`config.mk`:
```
export PLATFORM = sky130hd
export DESIGN_NAME = multicycle_control
export DESIGN_NICKNAME = d
export VERILOG_FILES = /design/src/rtl/ctrl_pkg.sv /design/src/rtl/ctrl_decode.sv /design/src/rtl/multicycle_control.sv
export SDC_FILE = /design/constraint.sdc
export NUM_CORES = 1
export LEC_CHECK = 0
export CORE_MARGIN = 2
export CORE_UTILIZATION = 53
export CTS_CLUSTER_SIZE = 16
export DETAILED_ROUTE_END_ITERATION = 8
export PLACE_DENSITY = 0.87
export SETUP_SLACK_MARGIN = 0.02
export SYNTH_ARGS = -nofsm -noshare
export SYNTH_HDL_FRONTEND = slang
export SYNTH_SLANG_ARGS = --single-unit
```
`constraint.sdc`:
```
create_clock -name CLK -period 5.8 [get_ports CLK]
set_input_delay 0.58 -clock CLK [delete_from_list [all_inputs] [get_ports CLK]]
set_output_delay 0.58 -clock CLK [all_outputs]
set_load 0.01 [all_outputs]
```
`src/rtl/ctrl_pkg.sv`:
```
// Shared definitions for the LEGv8 multicycle controller: FSM states,
// opcode classes, ALUOP encodings and the opcode constants used by decode.
package ctrl_pkg;

  typedef enum logic [2:0] {
    S_FETCH  = 3'd0,
    S_DECODE = 3'd1,
    S_EXEC   = 3'd2,
    S_MEM    = 3'd3,
    S_WB     = 3'd4,
    S_FAULT  = 3'd5
  } state_e;

  typedef enum logic [2:0] {
    CLS_NONE = 3'd0,
    CLS_D    = 3'd1,
    CLS_R    = 3'd2,
    CLS_CB   = 3'd3,
    CLS_B    = 3'd4
  } op_class_e;

  localparam logic [1:0] ALUOP_ADD   = 2'b00;  // address add for loads/stores
  localparam logic [1:0] ALUOP_PASSB = 2'b01;  // pass B, zero test for CB
  localparam logic [1:0] ALUOP_RTYPE = 2'b10;  // ALU decodes the funct field

  // Fully specified 11-bit opcodes
  localparam logic [10:0] OP_LDUR = 11'b11111000010;
  localparam logic [10:0] OP_STUR = 11'b11111000000;
  localparam logic [10:0] OP_ADD  = 11'b10001011000;
  localparam logic [10:0] OP_SUB  = 11'b11001011000;
  localparam logic [10:0] OP_AND  = 11'b10001010000;
  localparam logic [10:0] OP_ORR  = 11'b10101010000;
  localparam logic [10:0] OP_LSL  = 11'b11010011011;
  localparam logic [10:0] OP_LSR  = 11'b11010011010;

  // Prefix-matched opcodes (low bits belong to the immediate)
  localparam logic [7:0] OP_CBZ_PFX  = 8'b10110100;  // OPCode[10:3]
  localparam logic [7:0] OP_CBNZ_PFX = 8'b10110101;  // OPCode[10:3]
  localparam logic [5:0] OP_B_PFX    = 6'b000101;    // OPCode[10:5]

  // Everything the FSM needs to remember about the instruction after DECODE
  typedef struct packed {
    op_class_e cls;
    logic      is_store;  // STUR within the D class
    logic      is_cbnz;   // branch sense inverted within the CB class
    logic      reg2loc;   // STUR / CBZ / CBNZ read Rt through port 2
  } dec_t;

  localparam dec_t DEC_NONE = '{cls: CLS_NONE, is_store: 1'b0,
                                is_cbnz: 1'b0, reg2loc: 1'b0};

endpackage

```
`src/rtl/ctrl_decode.sv`:
```
// Combinational opcode classifier: OPCode -> instruction class and an
// illegal flag. CBNZ is legal only when CTRL_CBNZ_EN is defined.
module ctrl_decode
  import ctrl_pkg::*;
(
  input  logic [10:0] i_opcode,
  output dec_t        o_dec,
  output logic        o_illegal
);

  // Classify the opcode; anything not recognised is flagged illegal
  always_comb begin
    // NOTE: every output gets a default first so no path can infer a latch.
    o_dec     = DEC_NONE;
    o_illegal = 1'b0;
    if (i_opcode == OP_LDUR) begin
      o_dec.cls = CLS_D;
    end else if (i_opcode == OP_STUR) begin
      o_dec.cls      = CLS_D;
      o_dec.is_store = 1'b1;
      o_dec.reg2loc  = 1'b1;
    end else if (i_opcode[10:3] == OP_CBZ_PFX) begin
      o_dec.cls     = CLS_CB;
      o_dec.reg2loc = 1'b1;
`ifdef CTRL_CBNZ_EN
    end else if (i_opcode[10:3] == OP_CBNZ_PFX) begin
      o_dec.cls     = CLS_CB;
      o_dec.reg2loc = 1'b1;
      o_dec.is_cbnz = 1'b1;
`endif
    end else if (i_opcode[10:5] == OP_B_PFX) begin
      o_dec.cls = CLS_B;
    end else if (i_opcode == OP_ADD || i_opcode == OP_SUB ||
                 i_opcode == OP_AND || i_opcode == OP_ORR ||
                 i_opcode == OP_LSL || i_opcode == OP_LSR) begin
      o_dec.cls = CLS_R;
    end else begin
      o_illegal = 1'b1;
    end
  end

endmodule

```
`src/rtl/multicycle_control.sv`:
```
// LEGv8 multicycle control FSM: FETCH/DECODE/EXEC/MEM/WB plus a sticky
// FAULT state for illegal opcodes and memory timeouts. Counts retired
// instructions on every PCWrite pulse. Build option CTRL_CBNZ_EN adds CBNZ.
module multicycle_control #(
  parameter int MEM_TIMEOUT = 16,  // max MemReady wait cycles, 1..255
  parameter int CNT_W       = 32   // retired-instruction counter width
) (
  input  logic             CLK,
  input  logic             Reset,
  input  logic [10:0]      OPCode,
  input  logic             MemReady,
  input  logic             Zero,
  output logic             IMemRead,
  output logic             IRWrite,
  output logic             PCWrite,
  output logic             PCSrc,
  output logic             Reg2Loc,
  output logic             ALUSrc,
  output logic             MemToReg,
  output logic             RegWrite,
  output logic             MemRead,
  output logic             MemWrite,
  output logic             Branch,
  output logic [1:0]       ALUOP,
  output logic             Fault,
  output logic [CNT_W-1:0] Retired,
  output logic [2:0]       State
);
  import ctrl_pkg::*;

  // Wait count at which one more idle MemReady cycle means timeout
  localparam logic [7:0] WAIT_LAST = 8'(MEM_TIMEOUT - 1);

  state_e           r_state;
  state_e           w_next;
  dec_t             r_dec;
  dec_t             w_dec;
  logic             w_illegal;
  logic [7:0]       r_wait;
  logic             w_wait_last;
  logic [CNT_W-1:0] r_retired;

  ctrl_decode u_decode (
    .i_opcode  (OPCode),
    .o_dec     (w_dec),
    .o_illegal (w_illegal)
  );

  assign w_wait_last = (r_wait == WAIT_LAST);

  // State register
  always_ff @(posedge CLK or posedge Reset) begin
    // NOTE: sequential state uses non-blocking assignments so every register
    // samples pre-edge values regardless of block ordering.
    if (Reset) r_state <= S_FETCH;
    else       r_state <= w_next;
  end

  // Next-state logic; MemReady wins over a timeout in the same cycle
  always_comb begin
    w_next = r_state;
    unique case (r_state)
      S_FETCH: begin
        if (MemReady)         w_next = S_DECODE;
        else if (w_wait_last) w_next = S_FAULT;
      end
      S_DECODE: w_next = w_illegal ? S_FAULT : S_EXEC;
      S_EXEC: begin
        case (r_dec.cls)
          CLS_D:         w_next = S_MEM;
          CLS_R:         w_next = S_WB;
          CLS_CB, CLS_B: w_next = S_FETCH;
          default:       w_next = S_FAULT;
        endcase
      end
      S_MEM: begin
        if (MemReady)         w_next = r_dec.is_store ? S_FETCH : S_WB;
        else if (w_wait_last) w_next = S_FAULT;
      end
      S_WB:    w_next = S_FETCH;
      S_FAULT: w_next = S_FAULT;
      default: w_next = S_FAULT;
    endcase
  end

  // Output decode: everything defaults to 0 and is raised per state
  always_comb begin
    IMemRead = 1'b0;
    IRWrite  = 1'b0;
    PCWrite  = 1'b0;
    PCSrc    = 1'b0;
    Reg2Loc  = 1'b0;
    ALUSrc   = 1'b0;
    MemToReg = 1'b0;
    RegWrite = 1'b0;
    MemRead  = 1'b0;
    MemWrite = 1'b0;
    Branch   = 1'b0;
    ALUOP    = ALUOP_ADD;
    Fault    = 1'b0;
    unique case (r_state)
      S_FETCH: begin
        IMemRead = 1'b1;
        IRWrite  = MemReady;
      end
      // Class is not registered yet, so Reg2Loc comes straight from decode
      S_DECODE: Reg2Loc = w_dec.reg2loc;
      S_EXEC: begin
        Reg2Loc = r_dec.reg2loc;
        case (r_dec.cls)
          CLS_D: begin
            ALUSrc = 1'b1;
            ALUOP  = ALUOP_ADD;
          end
          CLS_R: ALUOP = ALUOP_RTYPE;
          CLS_CB: begin
            ALUOP   = ALUOP_PASSB;
            Branch  = 1'b1;
            PCWrite = 1'b1;
            PCSrc   = r_dec.is_cbnz ? ~Zero : Zero;
          end
          CLS_B: begin
            PCWrite = 1'b1;
            PCSrc   = 1'b1;
          end
          default: ;
        endcase
      end
      S_MEM: begin
        Reg2Loc  = r_dec.reg2loc;
        MemRead  = ~r_dec.is_store;
        MemWrite = r_dec.is_store;
        PCWrite  = r_dec.is_store & MemReady;
      end
      S_WB: begin
        Reg2Loc  = r_dec.reg2loc;
        RegWrite = 1'b1;
        MemToReg = (r_dec.cls == CLS_D);
        PCWrite  = 1'b1;
      end
      S_FAULT: Fault = 1'b1;
      default: ;
    endcase
  end

  // Latch the instruction class while in DECODE
  always_ff @(posedge CLK or posedge Reset) begin
    if (Reset)                   r_dec <= DEC_NONE;
    else if (r_state == S_DECODE) r_dec <= w_dec;
  end

  // Memory wait counter: cleared on any state change, counts idle cycles
  always_ff @(posedge CLK or posedge Reset) begin
    if (Reset) begin
      r_wait <= '0;
    end else if (w_next != r_state) begin
      r_wait <= '0;
    end else if (!MemReady && (r_state == S_FETCH || r_state == S_MEM)) begin
      r_wait <= r_wait + 8'd1;
    end
  end

  // Retired counter advances with each PCWrite pulse and wraps naturally
  always_ff @(posedge CLK or posedge Reset) begin
    if (Reset)        r_retired <= '0;
    else if (PCWrite) r_retired <= r_retired + 1'b1;
  end

  assign Retired = r_retired;
  assign State   = r_state;

endmodule

```
==> metrics.yaml <==
clock-root-buffer: "clkbuf_8"
synth_area_leaders: "dfrtp_1, xor2_1, nor2_1"
fin_util_pct: 72.0
cp_slowest_stage_delay_ns: 0.57
critPathMaxFanout: 6
status: "completed"
ios: 64
postCtsHoldBufs: 0
post_cts_buffers: 0
setup_viol: 0
peakVddDrop_v: 0.000183
synth-adder-area-share_pct: 0.962
drt_iter0_markers: 137
critical_path_class: "input port to output pin"
period_needed_ns: 3.19
routed_wl_mm: 5.53
cellPowerDensity_nw_per_um2: 183
syn_inst: 269
cts_resized: 0
vias: 2148
critPathCaptureType: "output pin"
fmax_mhz: 314
slowest_stage: "clkdlybuf4s50_1"
start_util_pct: 55.1
yosysTopAreaCell: "dfrtp_1"
cts_buffers: 5
synth.distinct_cells: 49
insertion_delay_ns: 0.30
drc_errors: 0
clk_pin_slew_ns: 0.09
core_um2: 4720
dp_hpwl_mm: 3.95
die_y_um: 74.1
rows: 25
cts_tree: "done"
synth_fp_nets: 286
ys_top_cells_by_count: "dfrtp_1, nor2_1, xor2_1"
synth-simple-area-share_pct: 26.3
crit_buf_inv: 2
cp_common_cell: "clkdlybuf4s50_1"
grt_max_degree: 49
max-clock-path-buffers: 2
yosys_most_used_dff: "dfrtp_1"
synth_xor_area_share_pct: 13.5
ys_warn_count: 0
place_congestion: 0.871
reg2reg_from: "State[0]"
synth_enable_flop_cells: 0
chipWidth_um: 74.1
crit_path_start_kind: "input port"
async_flop_share_pct: 100
required_ns: 5.22
avgRoutedWirePerCell_um: 13.9
crit_path_start: "OPCode[9]"
synth_top_cell_area_share_pct: 46.2
min_from: "Retired[31]"
grt_usage_pct: 21.6
htreeDepth: 2
seq_area_frac_synth_pct: 46.2
synth-seq-cells: 48
postRouteAntennaNets: 0
synth_compound_area_share_pct: 8.13
worst_pin_slew_ns: 1.17
critPathArrivalTime_ns: 2.61
area.growth.synth_to_final_pct: 30.7
syn_area_per_cell_um2: 9.67
p_leak_uw: 0.00151
drv_cap: 0
die_area_um2: 5490
syn_area_um2: 2600
setup_tns_ns: 0
yosysMostFrequentCell: "dfrtp_1"
crit_chain: "clkdlybuf4s50_1 > or3b_2 > a21oi_1 > nand2_1 > o31ai_1 > clkdlybuf4s50_1"
port_buffers: 63
synthMuxAreaShare_pct: 2.07
crit_family: "buffers and inverters"
fin_crit_sh_pct: 55.0
grt_pass1_wl_mm: 9.36
cts_sinks: 48
dr.pass1.iters: 4
hold_depth: 1
drv_slew: 0
grt_antenna_before_repair: 0
layout-drive-gt1-share_pct: 7.23
num_antenna_cells: 0
rsz0062_at_grt: "no"
hold_violations: 0
grt_overflow_total: 0
clock_skew_ns: 0.00874
crit_cells: 6
r2r_cells: 5
hold_class: "flop to flop"
maxSlewHeadroom_pct: 21.3
nets: 348
grt_pass1_vias: 2084
routed_via_density: 5.38
synth_top_family_by_area: "simple AND/OR/NAND/NOR gates"
state kept, by name (all words and copies together) (netlist names):
name and cells:
r_dec 5, State 3, Retired 32, r_wait 8
worst reg2reg max path: cells and delay by family, from the launching register on:
kind / cells / cell delay, ns
flip-flops: 1 / 0.70
AO/OA/AOI/OAI: 2 / 0.58
XOR/XNOR: 1 / 0.13
AND/OR/NAND/NOR: 2 / 1.02
cell usage in the layout, fill, tap and decap left out, drive strengths merged, types with 4 or more instances in the layout:
cell,count
nor3,9
nand2,26
dfrtp,48
nor3b,4
inv,9
a21oi,4
nand3,7
xnor2,11
nor2b,4
nor2,46
xor2,29
clkbuf,7
clkdlybuf4s50,63
nand4,11
o21ai,6
routing by layer:
metal | wire, um | up-vias | share of wire (%) | GRT usage (%)
li1 | - | 1051 | - | -
met1 | 2560 | 1030 | 46 | 29.8
met2 | 2590 | 60 | 47 | 34.6
met3 | 329 | 7 | 5.9 | 5.28
met4 | 57 | 0 | 1.0 | 5.25
met5 | 0 | - | 0 | 0
final cells by class:
class / instances / area, um2
clock inverter: 1 / 30.0
inverter: 9 / 33.8
timing repair buffer: 63 / 631
clock buffer: 7 / 96.3
sequential: 48 / 1200
tap: 67 / 83.8
fill: 356 / 1320
multi-input combinational: 204 / 1330
path summary, 6_finish.rpt:
check	slack, ns	end
worst max-delay path	2.61	Reg2Loc
worst min-delay path	0.48	Retired[31]
worst max register to register	3.25	r_wait[6]
worst min register to register	0.48	Retired[31]
max in group asynchronous	4.38	Retired[7]
min in group asynchronous	0.81	Retired[6]
report_power, final:
group / internal (uW) / switching, uW
clock: 152 / 110
combinational: 11.7 / 12.6
sequential: 335 / 0.689
total: 499 / 123
logic make-up (layout without fill, tap and decap cells):
kind of cell / after synthesis / after routing
xor gates and xnor gates: 40 / 40
and+or+nand+nor: 132 / 132
AOI/OAI and AO/OA: 25 / 25
buffers and inverters: 17 / 80
adders and majority gates: 2 / 2
DFF: 48 / 48
muxes: 5 / 5
metrics by stage:
stage	power [uW]	setup WS [ns]	cells	hold WS [ns]	area, um2
after global placement	367	2.64	391	0.458	3280
after CTS	625	2.61	399	0.488	3400
after global routing	639	2.43	399	0.505	3400
after detailed placement	367	2.61	391	0.477	3280
after floorplan	352	3.60	269	0.473	2600
final	622	2.61	399	0.476	3400
Note: power is estimated with default switching activity, not from simulation.
